**src/rtl/rr_arbiter8_if.sv**
```systemverilog
// Request/grant bundle between up to eight clients and the rr_arbiter8.
// master: client side (drives req); slave: arbiter side (drives grant info).
interface rr_arbiter8_if;
  logic [7:0] req;
  logic [7:0] grant;
  logic [2:0] grant_idx;
  logic       grant_valid;
  logic       timeout;

  modport master (
    output req,
    input  grant,
    input  grant_idx,
    input  grant_valid,
    input  timeout
  );

  modport slave (
    input  req,
    output grant,
    output grant_idx,
    output grant_valid,
    output timeout
  );
endinterface

```
**src/rtl/rr_arbiter8.sv**
```systemverilog
// rr_arbiter8: eight-requester round-robin arbiter with registered one-hot
// grant plus encoded owner index. A grant is held until the owner drops its
// request; every release is followed by a one-cycle IDLE bubble.
// Optional hold limit: define RR_ARB_TIMEOUT_EN to revoke an ownership after
// MAX_HOLD consecutive grant cycles (timeout pulses for one cycle).
module rr_arbiter8 #(
  parameter int unsigned MAX_HOLD = 16
) (
  input  logic         clk,
  input  logic         rst_n,
  rr_arbiter8_if.slave bus
);

  localparam int unsigned N_REQ = 8;
  localparam int unsigned IDX_W = 3;

  typedef enum logic {
    IDLE  = 1'b0,
    GRANT = 1'b1
  } state_t;

  state_t             state;
  logic [IDX_W-1:0]   ptr;
  logic [IDX_W-1:0]   g;
  logic [N_REQ-1:0]   grant_q;
  logic [IDX_W-1:0]   grant_idx_q;
  logic               grant_valid_q;

  logic [IDX_W-1:0]   win_idx;
  logic               win_any;

`ifdef RR_ARB_TIMEOUT_EN
  localparam logic [7:0] HOLD_LAST = 8'(MAX_HOLD - 1);
  logic [7:0] hold_cnt;
  logic       timeout_q;
`else
  wire unused_max_hold = ^32'(MAX_HOLD);
`endif

  // Pick the first requester at or after ptr, wrapping modulo 8.
  always_comb begin
    win_idx = '0;
    win_any = 1'b0;
    for (int k = N_REQ - 1; k >= 0; k--) begin
      if (bus.req[ptr + IDX_W'(k)]) begin
        win_idx = ptr + IDX_W'(k);
        win_any = 1'b1;
      end
    end
  end

  // Arbitration FSM with registered grant outputs.
  always_ff @(posedge clk or negedge rst_n) begin
    if (!rst_n) begin
      state         <= IDLE;
      ptr           <= '0;
      g             <= '0;
      grant_q       <= '0;
      grant_idx_q   <= '0;
      grant_valid_q <= 1'b0;
`ifdef RR_ARB_TIMEOUT_EN
      hold_cnt      <= '0;
      timeout_q     <= 1'b0;
`endif
    end else begin
`ifdef RR_ARB_TIMEOUT_EN
      timeout_q <= 1'b0;
`endif
      case (state)
        IDLE: begin
          if (win_any) begin
            state         <= GRANT;
            g             <= win_idx;
            grant_q       <= N_REQ'(1) << win_idx;
            grant_idx_q   <= win_idx;
            grant_valid_q <= 1'b1;
            ptr           <= win_idx + IDX_W'(1);
`ifdef RR_ARB_TIMEOUT_EN
            hold_cnt      <= '0;
`endif
          end
        end
        GRANT: begin
          if (!bus.req[g]) begin
            state         <= IDLE;
            grant_q       <= '0;
            grant_idx_q   <= '0;
            grant_valid_q <= 1'b0;
`ifdef RR_ARB_TIMEOUT_EN
          end else if (hold_cnt == HOLD_LAST) begin
            state         <= IDLE;
            grant_q       <= '0;
            grant_idx_q   <= '0;
            grant_valid_q <= 1'b0;
            timeout_q     <= 1'b1;
          end else begin
            hold_cnt      <= hold_cnt + 8'd1;
`endif
          end
        end
        default: begin
          state <= IDLE;
        end
      endcase
    end
  end

  assign bus.grant       = grant_q;
  assign bus.grant_idx   = grant_idx_q;
  assign bus.grant_valid = grant_valid_q;
`ifdef RR_ARB_TIMEOUT_EN
  assign bus.timeout     = timeout_q;
`else
  assign bus.timeout     = 1'b0;
`endif

endmodule
```
**src/flat_wrapper.sv**
```systemverilog
// flat-port wrapper written by rule: the top's interface ports become plain ports
module rr_arbiter8_flat 
#(
  parameter int unsigned MAX_HOLD = 16
)
  (clk, rst_n, bus_req, bus_grant, bus_grant_idx, bus_grant_valid, bus_timeout);
  rr_arbiter8_if bus_i ();
  input  logic clk;
  input  logic rst_n;
  input wire logic [$bits(bus_i.req)-1:0] bus_req;
  output wire logic [$bits(bus_i.grant)-1:0] bus_grant;
  output wire logic [$bits(bus_i.grant_idx)-1:0] bus_grant_idx;
  output wire logic [$bits(bus_i.grant_valid)-1:0] bus_grant_valid;
  output wire logic [$bits(bus_i.timeout)-1:0] bus_timeout;
  assign bus_i.req = bus_req;
  assign bus_grant = bus_i.grant;
  assign bus_grant_idx = bus_i.grant_idx;
  assign bus_grant_valid = bus_i.grant_valid;
  assign bus_timeout = bus_i.timeout;
  rr_arbiter8 #(.MAX_HOLD(MAX_HOLD)) u_core (.clk(clk), .rst_n(rst_n), .bus(bus_i));
endmodule
```
**config.mk**
```make
export PLATFORM = sky130hd
export DESIGN_NAME = rr_arbiter8_flat
export DESIGN_NICKNAME = d
export VERILOG_FILES = /design/src/rtl/rr_arbiter8_if.sv /design/src/rtl/rr_arbiter8.sv /design/src/flat_wrapper.sv
export SDC_FILE = /design/constraint.sdc
export NUM_CORES = 1
export LEC_CHECK = 0
export CORE_ASPECT_RATIO = 0.6
export CORE_MARGIN = 2
export CORE_UTILIZATION = 30
export DETAILED_ROUTE_END_ITERATION = 8
export GPL_ROUTABILITY_DRIVEN = 0
export PLACE_DENSITY_LB_ADDON = 0.08
export RECOVER_POWER = 50
export SLEW_MARGIN = 30
export SYNTH_ARGS = -nofsm -noshare
export SYNTH_HDL_FRONTEND = slang
export SYNTH_SLANG_ARGS = --single-unit
```
**constraint.sdc**
```tcl
create_clock -name clk -period 4 [get_ports clk]
set_clock_uncertainty 0.2 [all_clocks]
set_input_delay 0.4 -clock clk [delete_from_list [all_inputs] [get_ports clk]]
set_output_delay 0.4 -clock clk [all_outputs]
set_load 0.05 [all_outputs]
```
Yosys cells after proc, flatten, opt, wreduce, memory -nomap -nowiden

Cells that the tools add are included.

Register bits: 19
Bits of input ports: 10
Output and inout port bits: 13
Logic and storage cells: 75

$add $sub $neg: 8
$lt $le $gt $ge: 9
Eq/ne operators: 2
Shifts and indexed selects: 1
Mux-type cells: 46
Bitwise operators: 1
Reduce and logical (&&, ||, !) cells: 2

Operators by type and width:

| operator                                                                     | count |
|---|---|
| 3-bit by 4-bit less-than comparator with 1-bit output, second input constant | 9 |
| 3-bit 2-to-1 mux                                                             | 10 |
| 1-bit binary-select mux with 3-bit select                                    | 9 |
| 1-bit 2-to-1 mux                                                             | 21 |
| 8-bit 2-to-1 mux                                                             | 2 |
| 8-bit case mux with 2 select lines                                           | 1 |
| 3-bit adder, second input constant                                           | 4 |
| 1-bit by 3-bit left shift with 8-bit output, first input constant            | 1 |
| 3-bit by 1-bit adder with 3-bit output, second input constant                | 2 |
| 3-bit by 2-bit adder with 3-bit output, second input constant                | 2 |
| 3-bit case mux with 2 select lines                                           | 1 |
| 1-bit case mux with 2 select lines                                           | 2 |
| 2-bit AND reduction                                                          | 2 |
| 2-bit by 1-bit != test with 1-bit output, second input constant              | 1 |
| 2-bit != test, second input constant                                         | 1 |
| 1-bit inverter                                                               | 1 |

Longest topological paths before layout

Gate-level depths: netlist of run 1.

Word-level depth: 14
Mapped depth: 16
Gate-level depth less buffers: 12

Worst setup path after synthesis of run 1

No wires, ideal clock.

Path type: register -> register
Start: reg u_core.ptr[0]
End: reg u_core.ptr[2]
Library setup time: 133 ps
Arrival: 3383 ps
Required time: 3667 ps
Path slack: 284 ps
Stages on the path, launching flop included: 17
Buffers on the path: 4
Clock period less this slack: 3716 ps
Cells stage by stage: dfrtp_1 -> buf_6 -> buf_12 -> clkbuf_8 -> inv_1 -> ha_1 -> buf_2 -> xnor2_1 -> mux4_2 -> a2111oi_4 -> o221ai_2 -> a31oi_4 -> inv_1 -> ha_1 -> ha_1 -> nand2_1 -> o21ai_0

Longest elaborated chain between the ends: 12
Elaborated cells between the ends (all ways): 41
Those cells by class: add/sub (8); mux (32); reduce/logical (1)

RTL lines:

| item                                      | line                                 | source |
|---|---|---|
| from (decl)                               | rr_arbiter8.sv:23                    | `logic [IDX_W-1:0] ptr;` |
| from (signal assigned)                    | rr_arbiter8.sv:77                    | `ptr <= win_idx + IDX_W'(1);` |
| 3-bit adder                               | rr_arbiter8.sv:45, rr_arbiter8.sv:46 |  |
| 1-bit binary-select mux with 3-bit select | rr_arbiter8.sv:45                    | `if (bus.req[ptr + IDX_W'(k)]) begin` |
| 1-bit 2-to-1 mux (implied by the code)    | rr_arbiter8.sv:45                    |  |
| 3-bit 2-to-1 mux (7 in series)            | rr_arbiter8.sv:45                    |  |
| 3-bit 2-to-1 mux *                        | rr_arbiter8.sv:45                    |  |
| named net u_core.win_idx[1]               | rr_arbiter8.sv:29                    | `logic [IDX_W-1:0] win_idx;` |
| 3-bit by 1-bit adder with 3-bit output *  | rr_arbiter8.sv:77                    |  |

The timed path passes the listed nets; every way through them passes the cells marked *. The select of a mux whose other input is x is not followed.
A chain may end at the register's enable or synchronous reset.

Worst setup path after layout of run 1

Start: in bus_req[3]
End: reg u_core.ptr[2]

Longest elaborated chain between the ends: 11
Elaborated cells between the ends (all ways): 34
Those cells by class: add/sub (1); mux (32); reduce/logical (1)

RTL lines:

| item                                      | line               | source |
|---|---|---|
| from (decl)                               | flat_wrapper.sv:10 | `input wire logic [$bits(bus_i.req)-1:0] bus_req;` |
| 1-bit binary-select mux with 3-bit select | rr_arbiter8.sv:45  |  |
| 1-bit 2-to-1 mux (implied by the code)    | rr_arbiter8.sv:45  |  |
| 3-bit 2-to-1 mux (7 in series)            | rr_arbiter8.sv:45  |  |
| 3-bit 2-to-1 mux *                        | rr_arbiter8.sv:45  |  |
| named net u_core.win_idx[1]               | rr_arbiter8.sv:29  |  |
| 3-bit by 1-bit adder with 3-bit output *  | rr_arbiter8.sv:77  |  |

Marks and branches as above.

==> results of run 1 <==
==> area by class of cell <==
class                           instances  area share
Clock buffer                            4      0.0195
Sequential cell                        19       0.206
Timing Repair Buffer                   33       0.129
Inverter                                7      0.0114
Multi-Input combinational cell        141       0.589
Tap cell                               84      0.0456
==> worst max-delay path, delay by kind of cell <==
family          cells  cell delay [ns]
mux                 2             1.10
buf+inv             2             0.68
fa+ha+maj           2             0.48
compound gates      3             0.45
simple gates        2             0.45
==> logic make-up after synthesis <==
family | Yosys count
other | 1
muxes | 34
and+or+nand+nor | 47
buffers and inverters | 19
DFF | 19
adders and majority gates | 7
xor gates and xnor gates | 6
AOI/OAI and AO/OA | 46
==> registers in the layout, summed over array words and instances (netlist names) <==
signal / flops
u_core.bus.grant: 8
u_core.bus.grant_idx: 3
u_core.g: 3
u_core.ptr: 3
u_core.bus.grant_valid: 1
u_core.state: 1
==> through the flow <==
step | std cells | hold slack [ns] | setup WS, ns | util
finish | 288 | 0.280 | 0.381 | 0.371
global placement | 283 | 0.262 | 0.145 | 0.363
CTS | 287 | 0.291 | 0.369 | 0.370
detailed placement | 283 | 0.267 | 0.133 | 0.363
global route | 288 | 0.308 | 0.209 | 0.371
floorplan | 179 | -0.0956 | 0.284 | -
==> layer usage <==
layer  GRT usage  vias up  routed length [um]
li1            -      749                   -
met5           0        -                   0
met2       0.210       48                2020
met1       0.238      774                2760
met3      0.0303        2                 284
met4      0.0256        0                  31
==> layout by cell type, fill, tap and decap left out, drive strengths merged, types with 2 or more instances in the layout <==
cell / instances
nand3: 3
dlygate4sd3: 7
mux2i: 7
or4: 2
a21oi: 6
o21ai: 9
nand2b: 3
o221ai: 3
a2111oi: 2
a32o: 3
nor2: 9
clkdlybuf4s50: 14
xor2: 3
nand2: 22
mux4: 16
and2: 2
mux2: 11
xnor2: 3
a22oi: 2
a211oi: 6
a22o: 4
ha: 7
o22ai: 3
dfrtp: 19
a21o: 2
a31oi: 4
clkbuf: 5
buf: 11
inv: 7
==> cell usage after synthesis, drive strengths merged, types with 2 or more instances <==
cell type / count / share of area
xor2: 3 / 0.013
xnor2: 3 / 0.013
dfrtp: 19 / 0.24
and2: 2 / 0.0070
a2111oi: 2 / 0.022
mux2: 11 / 0.065
a21oi: 6 / 0.015
o221ai: 3 / 0.016
a22oi: 2 / 0.0076
mux4: 16 / 0.20
ha: 7 / 0.044
o21ai: 9 / 0.023
nand2: 22 / 0.042
buf: 6 / 0.030
or4: 2 / 0.0095
a31oi: 4 / 0.023
a22o: 4 / 0.018
o22ai: 3 / 0.0095
nor2: 9 / 0.017
nand3: 3 / 0.0076
a32o: 3 / 0.015
nand2b: 3 / 0.0095
clkbuf: 6 / 0.027
inv: 7 / 0.013
a211oi: 6 / 0.028
mux2i: 7 / 0.042
a21o: 2 / 0.0076
==> path summary, 6_finish.rpt <==
check | startpoint | to | slack, ns | depth (start not counted)
max in group asynchronous | rst_n | u_core.bus.grant[4] | 2.34 | 2
worst max-delay path | bus_req[3] | u_core.ptr[2] | 0.38 | 11
min in group asynchronous | rst_n | u_core.bus.grant[1] | 0.64 | 2
worst min-delay path | u_core.bus.grant_idx[2] | u_core.bus.grant_idx[2] | 0.28 | 1
worst max register to register | u_core.ptr[0] | u_core.ptr[2] | 0.39 | 11
worst min register to register | u_core.bus.grant_idx[2] | u_core.bus.grant_idx[2] | 0.28 | 1
==> results.tsv, run 1 <==
stage	metric	value	unit
clock_network	insertion_delay	0.25	ns
cells_and_area	fin_nets	222	
timing	setup-tns-final	0	ns
setup_path	worstPathMaxFanout	9	
logic_synthesis	ys_ff_latch	19	
setup_path	cpMostUsedCell	ha_1	
floorplan	num_io_pins	23	
logic_synthesis	synthMuxAreaShare	0.305	
floorplan	start_util	0.317	
hold_path	min-delay-path-class	flop to flop	
global_routing	first_global_vias	1552	
logic_synthesis	avgSynthCellArea	11.0	um^2
logic_synthesis	syn_nets	196	
cells_and_area	num_antenna_cells	0	
clock_network	cts_buffers	3	
setup_path	cp_slowest_stage_delay	0.70	ns
setup_path	crit_chain	clkdlybuf4s50_1, mux4_1, mux2_2, nor4b_1, a211oi_2, a31oi_4, inv_1, ha_1, ha_1, nand2_1, o21ai_0	
clock_network	path_clk_slew	0.07	ns
timing	timing.fmax	0.276	GHz
timing	relSlewSlack	0.323	
setup_path	worstSetupPathType	primary input to flop	
route	antenna_left	0	
logic_synthesis	synth-main-ff-cell	dfrtp_1	
global_routing	antenna_found_initial	0	
route	first_pass_iters	4	
clock_network	tritoncts	done	
floorplan	rows	22	
route	drc	0	
cells_and_area	multi_input_area	1360	um^2
timing	report.final.hold_viol_count	0	
clock_network	clock_path_buffers	2	
logic_synthesis	yosysSeqAreaShare	0.241	
flow_run	max-cap-violations	0	
clock_network	cts.sinks	19	
floorplan	die_x	109	um
timing	finalMaxSlewViolations	0	
logic_synthesis	synth_xor_area_frac	0.0266	
setup_path	required	3.93	ns
clock_network	post-cts-setup-buffer-count	0	
setup_path	worstSetupEndpointType	flop	
route	wirelength	5090	um
route	wire_per_inst	17.7	um
cells_and_area	area_growth	16.9	%
timing	period_needed	3.62	ns
global_routing	grt_remaining_overflow	0	
global_routing	grt_pass1_wl	8370	um
timing	grt_setup_unrepaired	false	
setup_path	setup.worst_path.start_class	primary input	
cells_and_area	register_area	475	um^2
timing	worst_pin_slew	1.02	ns
clock_network	cts_resized	0	
place	place_area	2260	um^2
clock_network	hold_buffers	0	
logic_synthesis	postSynth.asyncResetShare	1.00	
cells_and_area	drive_gt1_frac	0.230	
timing	setup_violations	0	
status	status	complete, no violations	
logic_synthesis	synth_cell_types	51	
clock_network	h-tree-depth	1	
place	dp_hpwl	3880	um
clock_network	root_buffer	clkbuf_8	
logic_synthesis	synthSimpleGateAreaFrac	0.118	
logic_synthesis	synth_compound_area_frac	0.193	
setup_path	crit_slowest_cell	mux4_1	
setup_path	cp.arrival	3.55	ns
logic_synthesis	ys_warn_count	0	
floorplan	coreArea	6220	um^2
logic_synthesis	synthCells	179	
floorplan	die_area	7260	um^2
cells_and_area	fin_area	2310	um^2
logic_synthesis	synth_edf_count	0	
logic_synthesis	synthesis.area	1970	um^2
route	dr.first_iter.drc_count	62	
global_routing	grt_max_degree	22	
place	numPortBuffers	21	
logic_synthesis	synth_top_family_by_area	multiplexers	
route	vias_per_cell	5.46	
floorplan	die-height	66.8	um
logic_synthesis	synthAdderAreaFrac	0.0444	
cells_and_area	n_fill_cell	616	
timing	fin_crit_sh	0.905	
global_routing	grt_usage	0.151	
route	vias	1573	
Power of run 1 is left out: the tool's default activity adds up to more than one toggle a clock period on the data nets, which glitch-free logic cannot reach.
==> inputs of run 2 (changes only) <==
Settings changed: CORE_UTILIZATION 30 to 40.
==> run 2 against run 1 <==
- first-iteration DRC count rose by 130%
- highest routed layer unchanged
- final cell count fell by 8.3%
- largest cell class unchanged
- critical path type is now flop to flop
- clock-buffer cell count fell by 1
==> results.tsv, run 2 (synthesis results as in run 1) <==
stage	metric	value	unit
floorplan	rows	19	
clock_network	cts_buffers	3	
global_routing	grt_pass1_wl	8120	um
route	vias_per_cell	6.00	
hold_path	min-delay-path-class	flop to flop	
clock_network	h-tree-depth	1	
cells_and_area	layout_common_cells	nand2_1 (22), dfrtp_1 (19), clkdlybuf4s50_1 (14), mux2_2 (10), nor2_1 (9)	
global_routing	grt_remaining_overflow	0	
timing	grt_setup_unrepaired	false	
floorplan	coreArea	4660	um^2
timing	setup_violations	0	
setup_path	cp.arrival	3.56	ns
timing	finalMaxSlewViolations	0	
setup_path	worstPathMaxFanout	7	
cells_and_area	largest_register_ffs	8	
floorplan	start_util	0.423	
setup_path	critPathLaunch	u_core.ptr[1]	
route	vias	1584	
route	drc	0	
setup_path	crit_chain	inv_1, ha_1, xnor2_1, mux4_2, a2111oi_4, o221ai_2, a31oi_4, inv_1, ha_1, ha_1, nand2_1, o21ai_0	
cells_and_area	fin_nets	219	
route	antenna_left	0	
setup_path	crit_slowest_cell	mux4_2	
clock_network	root_buffer	clkbuf_8	
setup_path	required	3.93	ns
clock_network	cts_resized	0	
flow_run	max-cap-violations	0	
global_routing	antenna_found_initial	0	
place	dp_hpwl	3780	um
clock_network	tritoncts	done	
floorplan	die_x	94.6	um
setup_path	setup.worst_path.start_class	flop	
timing	relSlewSlack	0.291	
floorplan	die_area	5530	um^2
clock_network	path_clk_slew	0.07	ns
route	wirelength	4940	um
route	dr.first_iter.drc_count	144	
floorplan	die-height	58.4	um
floorplan	num_io_pins	23	
setup_path	cpMostUsedCell	ha_1	
global_routing	first_global_vias	1551	
timing	report.final.hold_viol_count	0	
route	first_pass_iters	4	
setup_path	worstSetupEndpointType	flop	
setup_path	path_buf_inv	2	
global_routing	grt_usage	0.193	
timing	fin_crit_sh	0.907	
hold_path	min-delay-start	u_core.bus.grant_idx[2]	
clock_network	insertion_delay	0.26	ns
cells_and_area	final_common_cell	nand2_1	
global_routing	grt_max_degree	22	
cells_and_area	num_antenna_cells	0	
place	numPortBuffers	21	
timing	worst_pin_slew	1.06	ns
setup_path	worstSetupPathType	flop to flop	
setup_path	cp_slowest_stage_delay	0.63	ns
setup_path	critical-path-top-delay-family	compound AO/OA/AOI/OAI gates	
timing	setup-tns-final	0	ns
clock_network	clock_path_buffers	2	
route	wire_per_inst	18.7	um
status	status	complete, no violations	
cells_and_area	area_growth	14.5	%
setup_path	r2r_start	u_core.ptr[1]	
cells_and_area	drive_gt1_frac	0.224	
timing	timing.fmax	0.276	GHz
clock_network	cts.sinks	19	
timing	period_needed	3.63	ns
cells_and_area	n_fill_cell	441	
-- run 2: cell types whose count changed in the layout (fill, tap and decap cells not counted), sizes merged --
cell / previous run / this run
clkbuf: 5 / 4
clkinv: 0 / 1
buf: 11 / 8
-- run 2: layout make-up --
| class | instances | area (um^2) | share of cell area |
|---|---|---|---|
| timing repair buffer | 30 | 274 | 0.121 |
| tap | 63 | 78.8 | 0.0349 |
| multi-input combinational | 141 | 1360 | 0.601 |
| clock inverter | 1 | 5.00 | 0.00222 |
| sequential | 19 | 475 | 0.211 |
| clock buffer | 3 | 41.3 | 0.0183 |
| inverter | 7 | 26.3 | 0.0116 |
-- run 2: worst paths after layout --
kind                                           endpoint  slack [ns]  cells after the start
worst max register to register            u_core.ptr[2]        0.37                     12
worst max-delay path                      u_core.ptr[2]        0.37                     12
max in group asynchronous        u_core.bus.grant_valid        2.31                      2
worst min-delay path            u_core.bus.grant_idx[2]        0.27                      1
worst min register to register  u_core.bus.grant_idx[2]        0.27                      1
min in group asynchronous           u_core.bus.grant[2]        0.65                      2
-- run 2: through the flow --
stage / area (um^2) / cells / util / hold WS, ns / worst slack [ns]
2_1_floorplan: 1970 / 179 / - / -0.0956 / 0.284
3_3_place_gp: 2210 / 259 / 0.474 / 0.266 / 0.269
3_5_place_dp: 2210 / 259 / 0.474 / 0.266 / 0.212
4_1_cts: 2250 / 263 / 0.484 / 0.283 / 0.374
5_1_grt: 2260 / 264 / 0.485 / 0.303 / 0.191
6_report: 2260 / 264 / 0.485 / 0.274 / 0.374
-- run 2: routing by layer --
| metal | vias up | global-route usage | wire length [um] |
|---|---|---|---|
| li1 | 743 | - | - |
| met1 | 788 | 0.298 | 2440 |
| met2 | 51 | 0.280 | 2160 |
| met3 | 2 | 0.0512 | 324 |
| met4 | 0 | 0.0207 | 10 |
| met5 | - | 0 | 0 |
-- run 2: repair_timing --
item                       4_1_cts  5_1_grt
hold buffers                     0        1
setup buffers                    0        0
setup endpoints to repair        0        0
hold endpoints to repair         0       19
-- run 2: worst register-to-register path: cells and delay by family (launching register included) --
| family | cells | cell delay [ns] |
|---|---|---|
| AO/OA/AOI/OAI | 4 | 0.82 |
| XOR/XNOR | 1 | 0.36 |
| adder cells (fa/ha/maj) | 3 | 0.70 |
| buffers and inverters | 2 | 0.21 |
| flip-flops | 1 | 0.52 |
| multiplexers | 1 | 0.63 |
| AND/OR/NAND/NOR | 1 | 0.05 |
Power of run 2 is left out for the same reason.
